**src/rtl/oled_spi_tx.sv**
```systemverilog
// oled_spi_tx: MSB-first SPI serializer for the PmodOLED with D/C line and CS guard time.
module oled_spi_tx #(
    parameter int CBITS = 4
) (
    input  logic        i_clk,
    input  logic        i_reset_n,
    input  logic        i_wr,
    input  logic        i_dbit,
    input  logic [31:0] i_word,
    input  logic [1:0]  i_len,
    output logic        o_busy,
    output logic        o_sck,
    output logic        o_cs_n,
    output logic        o_mosi,
    output logic        o_dbit
);
    typedef enum logic [1:0] {IDLE, LEAD, SHIFT, TRAIL} state_t;
    state_t state_q, state_d;
    logic [CBITS:0] div_q, div_d, div_inc;
    logic [4:0] bit_q, bit_d;
    logic [31:0] sr_q, sr_d;
    logic [1:0] len_q, len_d;
    logic dbit_q, dbit_d, busy_q, busy_d, sck_q, sck_d, cs_n_q, cs_n_d, mosi_q, mosi_d;
    logic half_end, last_bit;
    // In SHIFT the divider MSB is the SCK phase; the low bits wrap every half-period.
    assign div_inc  = div_q + {{CBITS{1'b0}}, 1'b1};
    assign half_end = &div_q[CBITS-1:0];
    assign last_bit = bit_q == {len_q, 3'b111};
    always_ff @(posedge i_clk or negedge i_reset_n) begin
        if (!i_reset_n) begin
            state_q <= IDLE;
            div_q   <= '0;
            bit_q   <= '0;
            sr_q    <= '0;
            len_q   <= '0;
            dbit_q  <= 1'b0;
            busy_q  <= 1'b0;
            sck_q   <= 1'b1;
            cs_n_q  <= 1'b1;
            mosi_q  <= 1'b0;
        end else begin
            state_q <= state_d;
            div_q   <= div_d;
            bit_q   <= bit_d;
            sr_q    <= sr_d;
            len_q   <= len_d;
            dbit_q  <= dbit_d;
            busy_q  <= busy_d;
            sck_q   <= sck_d;
            cs_n_q  <= cs_n_d;
            mosi_q  <= mosi_d;
        end
    end
    always_comb begin
        state_d = state_q;
        div_d   = div_q;
        bit_d   = bit_q;
        sr_d    = sr_q;
        len_d   = len_q;
        dbit_d  = dbit_q;
        case (state_q)
            IDLE: if (i_wr) begin
                state_d = LEAD;
                div_d   = '0;
                bit_d   = '0;
                sr_d    = i_word;
                len_d   = i_len;
                dbit_d  = i_dbit;
            end
            LEAD: begin
                div_d   = half_end ? '0 : div_inc;
                state_d = half_end ? SHIFT : LEAD;
            end
            SHIFT: begin
                div_d = div_inc;
                if (&div_q) begin
                    sr_d    = {sr_q[30:0], 1'b0};
                    bit_d   = last_bit ? bit_q : bit_q + 5'd1;
                    state_d = last_bit ? TRAIL : SHIFT;
                end
            end
            TRAIL: begin
                div_d   = half_end ? '0 : div_inc;
                state_d = half_end ? IDLE : TRAIL;
            end
        endcase
    end
    // Outputs are decoded from next state so every pin comes straight off a flop.
    always_comb begin
        busy_d = state_d != IDLE;
        cs_n_d = !(state_d == LEAD || state_d == SHIFT);
        sck_d  = state_d == SHIFT ? div_d[CBITS] : 1'b1;
        mosi_d = cs_n_d ? 1'b0 : sr_d[31];
    end
    assign o_busy = busy_q;
    assign o_sck  = sck_q;
    assign o_cs_n = cs_n_q;
    assign o_mosi = mosi_q;
    assign o_dbit = dbit_q;
endmodule
```
**config.mk**
```make
export PLATFORM = sky130hd
export DESIGN_NAME = oled_spi_tx
export DESIGN_NICKNAME = d
export VERILOG_FILES = /design/src/rtl/oled_spi_tx.sv
export SDC_FILE = /design/constraint.sdc
export NUM_CORES = 1
export LEC_CHECK = 0
export CORE_MARGIN = 5
export CORE_UTILIZATION = 34
export DETAILED_ROUTE_END_ITERATION = 6
export PLACE_DENSITY = 0.64
export SLEW_MARGIN = 5
export SYNTH_ARGS = -nofsm -noshare
export SYNTH_HDL_FRONTEND = slang
export SYNTH_SLANG_ARGS = --single-unit
export TNS_END_PERCENT = 50
```
**constraint.sdc**
```tcl
create_clock -name i_clk -period 2.5 [get_ports i_clk]
set_input_delay 0.5 -clock i_clk [delete_from_list [all_inputs] [get_ports i_clk]]
set_output_delay 0.5 -clock i_clk [all_outputs]
set_load 0.01 [all_outputs]
```
Word-level counts from Yosys, hierarchy flattened
Cells that the tools add are included.

word-level totals
  output and inout bits = 5
  input port bits = 38
  logic and storage cells = 52
  register bits = 51

operators by class
  $add $sub $neg = 2
  eq/ne operators = 9
  muxes and demuxes = 18
  reduce and logical (&&, ||, !) cells = 11

operators by type and width
  cell                                                              number
  32-bit 2-to-1 mux                                                 2
  32-bit case mux with 2 select lines                               1
  5-bit 2-to-1 mux                                                  5
  5-bit case mux with 3 select lines                                1
  5-bit by 1-bit adder with 5-bit output (second input constant)    2
  5-bit case mux with 2 select lines                                1
  2-bit 2-to-1 mux                                                  4
  2-bit case mux with 4 select lines                                1
  4-bit AND reduction                                               2
  2-bit == test (second input constant)                             3
  2-bit != test (second input constant)                             3
  5-bit == test                                                     1
  5-bit AND reduction                                               1
  2-bit by 1-bit == test with 1-bit output (second input constant)  2
  2-bit nonzero test                                                2
  1-bit 2-to-1 mux                                                  3
  3-bit AND reduction                                               1
  2-bit zero test                                                   1
  2-bit AND reduction                                               1
  2-bit OR reduction                                                1
  1-bit zero test                                                   1
  1-bit logical OR                                                  1

Depth between registers and ports, before layout
  depth after elaboration = 7
  gate-level depth with buffers = 8
  mapped depth without buffers = 7

Worst setup path before layout
OpenSTA, ideal clock, no wires.

  path kind = reg-to-reg
  start = reg div_q[0]
  end = reg mosi_q, in the netlist o_mosi
  required time = 2.427 ns
  clock period less this slack = 1.954 ns
  arrival time = 1.881 ns
  stages on the path, launching flop included = 9
  setup time = 0.073 ns
  setup slack = 0.546 ns
  path buffers = 1
  cells stage by stage = dfrtp_1 > ha_1 > and3_1 > ha_1 > and3b_4 > buf_6 > a21boi_1 > ha_1 > nor2b_1

between the ends
  longest elaborated chain between the ends = 6
  elaborated cells on any way between the ends = 12
  those cells by class = eq/ne: 2; mux: 7; reduce/logical: 3

ends and longest elaborated chain
  element                                                                    RTL line    RTL
  start, declared                                                            19          logic [CBITS:0] div_q, div_d, div_inc;
  start signal, assigned                                                     43          div_q <= div_d;
  5-bit AND reduction or 4-bit AND reduction (tied branches)                 76, 27
  2-bit 2-to-1 mux, on equally long branches                                 76, 72, 84
  2-bit case mux with 4 select lines                                         61          case (state_q)
  2-bit by 1-bit == test with 1-bit output or 2-bit == test (tied branches)  91          cs_n_d = !(state_d == LEAD || state_d == SHIFT);
  1-bit logical OR                                                           91
  1-bit 2-to-1 mux (*)                                                       93          mosi_d = cs_n_d ? 1'b0 : sr_d[31];
  net mosi_d                                                                 23          logic dbit_q, dbit_d, busy_q, busy_d, sck_q, sck_d, cs_n_q, cs_n_d, mosi_q, mosi_d;
  end signal, assigned                                                       51          mosi_q <= mosi_d;
  end, declared                                                              23

Mark *: on every way through the listed nets, which the timed path passes. The rest lies on a longest branch. The select of a mux whose other input is x is not followed.
A chain may end at the register's enable or synchronous reset.

Worst setup path after layout
  start = reg div_q[0]
  end = reg bit_q[1]

between the ends
  longest elaborated chain between the ends = 3

ends and longest elaborated chain
  element                               RTL line  RTL
  5-bit AND reduction                   76        if (&div_q) begin
  2-bit != test (no source line)        --
  4-bit AND reduction (no source line)  --
  end signal, assigned                  44        bit_q <= bit_d;
  end, declared                         20        logic [4:0] bit_q, bit_d;

No other way between the ends.

==> flow_summary.yaml <==
die:
  initial_core_util_pct: 34.8
  io_pins: 43
  die_area_um2: 8730
  rows: 30
  coreArea_um2: 6790
  die_h_um: 93.4
  die_width_um: 93.4
synthesis:
  synth_top_area_cell: "dfrtp_1"
  syn_area_per_cell_um2: 10.6
  async_reset_ff_share_pct: 100
  ys_types: 38
  synth_most_common_cell: "nand2_1"
  synthCells: 224
  synth_fp_nets: 268
  ys_seq_area_share_pct: 54.0
  synth.ff_latch_count: 51
  synth_area_leaders: "dfrtp_1 52%, nand2_1 10%, a22oi_1 9.8%"
  yosys.area.top_type_share_pct: 51.8
  synth-compound-area-share_pct: 17.1
  yosysWarnings: 0
  synth_edf_count: 0
  synthSimpleGateAreaFrac_pct: 17.0
  synthTopCellsByCount: "66 x nand2_1, 49 x dfrtp_1, 31 x a22oi_1"
  dominantRegCellSynth: "dfrtp_1"
  synth_xor_area_share_pct: 1.85
  synth_top_family_by_area: "compound AO/OA/AOI/OAI gates"
  synthMuxAreaShare_pct: 1.43
  synth-adder-area-share_pct: 3.17
  syn_area_um2: 2370
setup_path:
  cpMostUsedCell: "ha_1"
  critPathKind: "register to register"
  worstRegToRegCells: 7
  worst-path-max-fanout: 26
  max_stage_delay_ns: 0.40
  cp_slowest_cell: "dfrtp_1"
  crit_start: "div_q[0]"
  cp.required_ns: 2.70
  rr_startpoint: "div_q[0]"
  path_cells: "ha_1 > and3_1 > ha_1 > and3b_4 > buf_4 > o22ai_1 > a32o_1"
  r2r_slack_ns: 0.35
  crit_arrival_ns: 2.35
  timing.rr.end: "bit_q[1]"
  crit_end: "bit_q[1]"
  cp-end-kind: "register"
  cp-start-kind: "register"
pwr:
  pwr-share-comb_pct: 29.1
  p_int_w: 0.00177
  clockPowerShare_pct: 17.6
  power_frac_seq_pct: 53.3
  ir_worst_vdd_mv: 0.473
  powerDensity_nw_per_um2: 905
  swShare_pct: 33.2
  switching_power_w: 0.000878
  p_leak_nw: 1.37
  finalPower_w: 0.00265
timing:
  drv_slew: 0
  max_freq_mhz: 464
  clock_skew_ns: 0.00886
  finalSetupViolations: 0
  setup-tns-final_ns: 0
  post-route-period-util_pct: 86.2
  layout_min_cycle_time_ns: 2.15
  tightest_slew_ns: 0.526
  rsz0062_at_grt: "no"
  hold_violations: 0
  timing.slew.headroom_pct: 64.9
  setup_ws_ns: 0.346
layout:
  n_fill_cell: 651
  seqCellArea_um2: 1280
  nets: 310
  drive_gt1_share_pct: 8.61
  antenna_cells: 0
  area_growth_pct: 23.6
  stdcell_area_um2: 2930
  multi_input_area_um2: 960
placed_design:
  placed_cell_area_um2: 2840
  pre_cts_ws_ns: 0.353
  io_buffers: 42
  post-dp-hpwl_mm: 3.48
  place_congestion: 0.776
route:
  detail_route.vias_per_cell: 4.85
  wl_per_cell_um: 13.6
  drtIter0Drc: 115
  drc_errors: 0
  vias: 1762
  ant_nets: 0
  routed_wl_mm: 4.93
  first_pass_iters: 4
clock_tree:
  htreeDepth: 2
  cts_resized: 0
  path_clk_slew_ns: 0.09
  cts_inserted_buffers: 5
  cts_setup_buffers: 0
  insertion_delay_ns: 0.30
  clock_sinks: 51
  root_buffer: "clkbuf_8"
  cts_tree: "built"
  cts_hold_buf: 0
  clock_path_buffers: 2
grt:
  grt_max_degree: 27
  first_global_vias: 1823
  grt.overflow.total: 0
  grt_usage_pct: 12.2
  grt_antenna_before_repair: 0
  grt_pass1_wl_mm: 8.49
hold_path:
  hold_class: "input port to asynchronous set/reset pin"
run:
  maxCapViolCount: 0
run_status:
  status: "complete, no violations"
## area by class of cell
class	instances	area share [%]
multi-input combinational	155	32.8
tap	96	4.10
inverter	5	0.641
clock inverter	3	0.684
clock buffer	5	2.35
sequential	51	43.7
timing repair buffer	48	15.7
## sequential cells by signal, indices dropped and copies added, names as in the netlist
register  flops
o_sck         1
div_q         5
sr_q         32
o_cs_n        1
o_mosi        1
o_busy        1
state_q       2
o_dbit        1
len_q         2
bit_q         5
## power groups by stage
stage               combinational (W)  clock (W)  sequential, W
global route                 0.000907   0.000522        0.00146
detailed placement           0.000788          0        0.00142
finish                       0.000771   0.000466        0.00141
CTS                          0.000792   0.000489        0.00141
global placement             0.000762          0        0.00142
floorplan                    0.000568          0        0.00136
## cell usage in the layout, fill, tap and decap left out, types with 3 or more instances in the layout
| cell type | synthesis | final |
|---|---|---|
| nand2_1 | 66 | 66 |
| o22ai_1 | 3 | 3 |
| dfrtp_1 | 49 | 49 |
| a22oi_1 | 31 | 31 |
| ha_1 | 6 | 6 |
| clkbuf_8 | 0 | 5 |
| mux2_1 | 3 | 3 |
| nand3_1 | 3 | 3 |
| a32o_1 | 3 | 3 |
| buf_4 | 3 | 6 |
| o21ai_0 | 3 | 3 |
| xnor2_1 | 5 | 5 |
| inv_1 | 4 | 4 |
| clkdlybuf4s50_1 | 0 | 41 |
| nor2b_1 | 4 | 4 |
| a22o_1 | 3 | 3 |
| a21o_1 | 3 | 3 |
## layer usage
metal / share of wire (%) / global-route usage [%] / up-vias
met4: 0.47 / 3.30 / 0
met3: 7.0 / 4.18 / 2
li1: - / - / 866
met1: 46 / 16.0 / 857
met5: 0 / 0 / -
met2: 47 / 19.1 / 37
## cell families (layout without fill, tap and decap cells)
logic type / after synthesis / count (layout)
AND/OR/NAND/NOR: 87 / 87
AO/OA/AOI/OAI: 54 / 54
flip-flops: 51 / 51
buffers and inverters: 18 / 61
adder cells (fa/ha/maj): 6 / 6
XOR/XNOR: 5 / 5
multiplexers: 3 / 3
## critical path: cells and delay by family (launching register included)
| family | cells | cell delay (ns) |
|---|---|---|
| flip-flops | 1 | 0.40 |
| adder cells (fa/ha/maj) | 2 | 0.38 |
| AO/OA/AOI/OAI | 2 | 0.40 |
| AND/OR/NAND/NOR | 2 | 0.54 |
| buffers and inverters | 1 | 0.33 |
## metrics by stage
step / instances / utilization (%) / hold slack [ns]
CTS: 363 / 43.1 / 0.173
global placement: 355 / 41.8 / 0.459
global route: 363 / 43.1 / 0.199
finish: 363 / 43.1 / 0.160
floorplan: 224 / - / 0.204
detailed placement: 355 / 41.8 / 0.462
## how the worst min path moves through the flow
stage / startpoint / to / slack [ns] / cells after the start
6_report: i_reset_n / sr_q[17] / 0.16 / 1
5_1_grt: i_reset_n / sr_q[16] / 0.20 / 1
4_1_cts: i_reset_n / sr_q[17] / 0.17 / 1
3_5_place_dp: sr_q[31] / sr_q[31] / 0.46 / 1
3_3_place_gp: sr_q[29] / sr_q[29] / 0.46 / 2
2_1_floorplan: i_reset_n / bit_q[0] / 0.20 / 0
No activity file was read; power rests on OpenSTA's default activity.
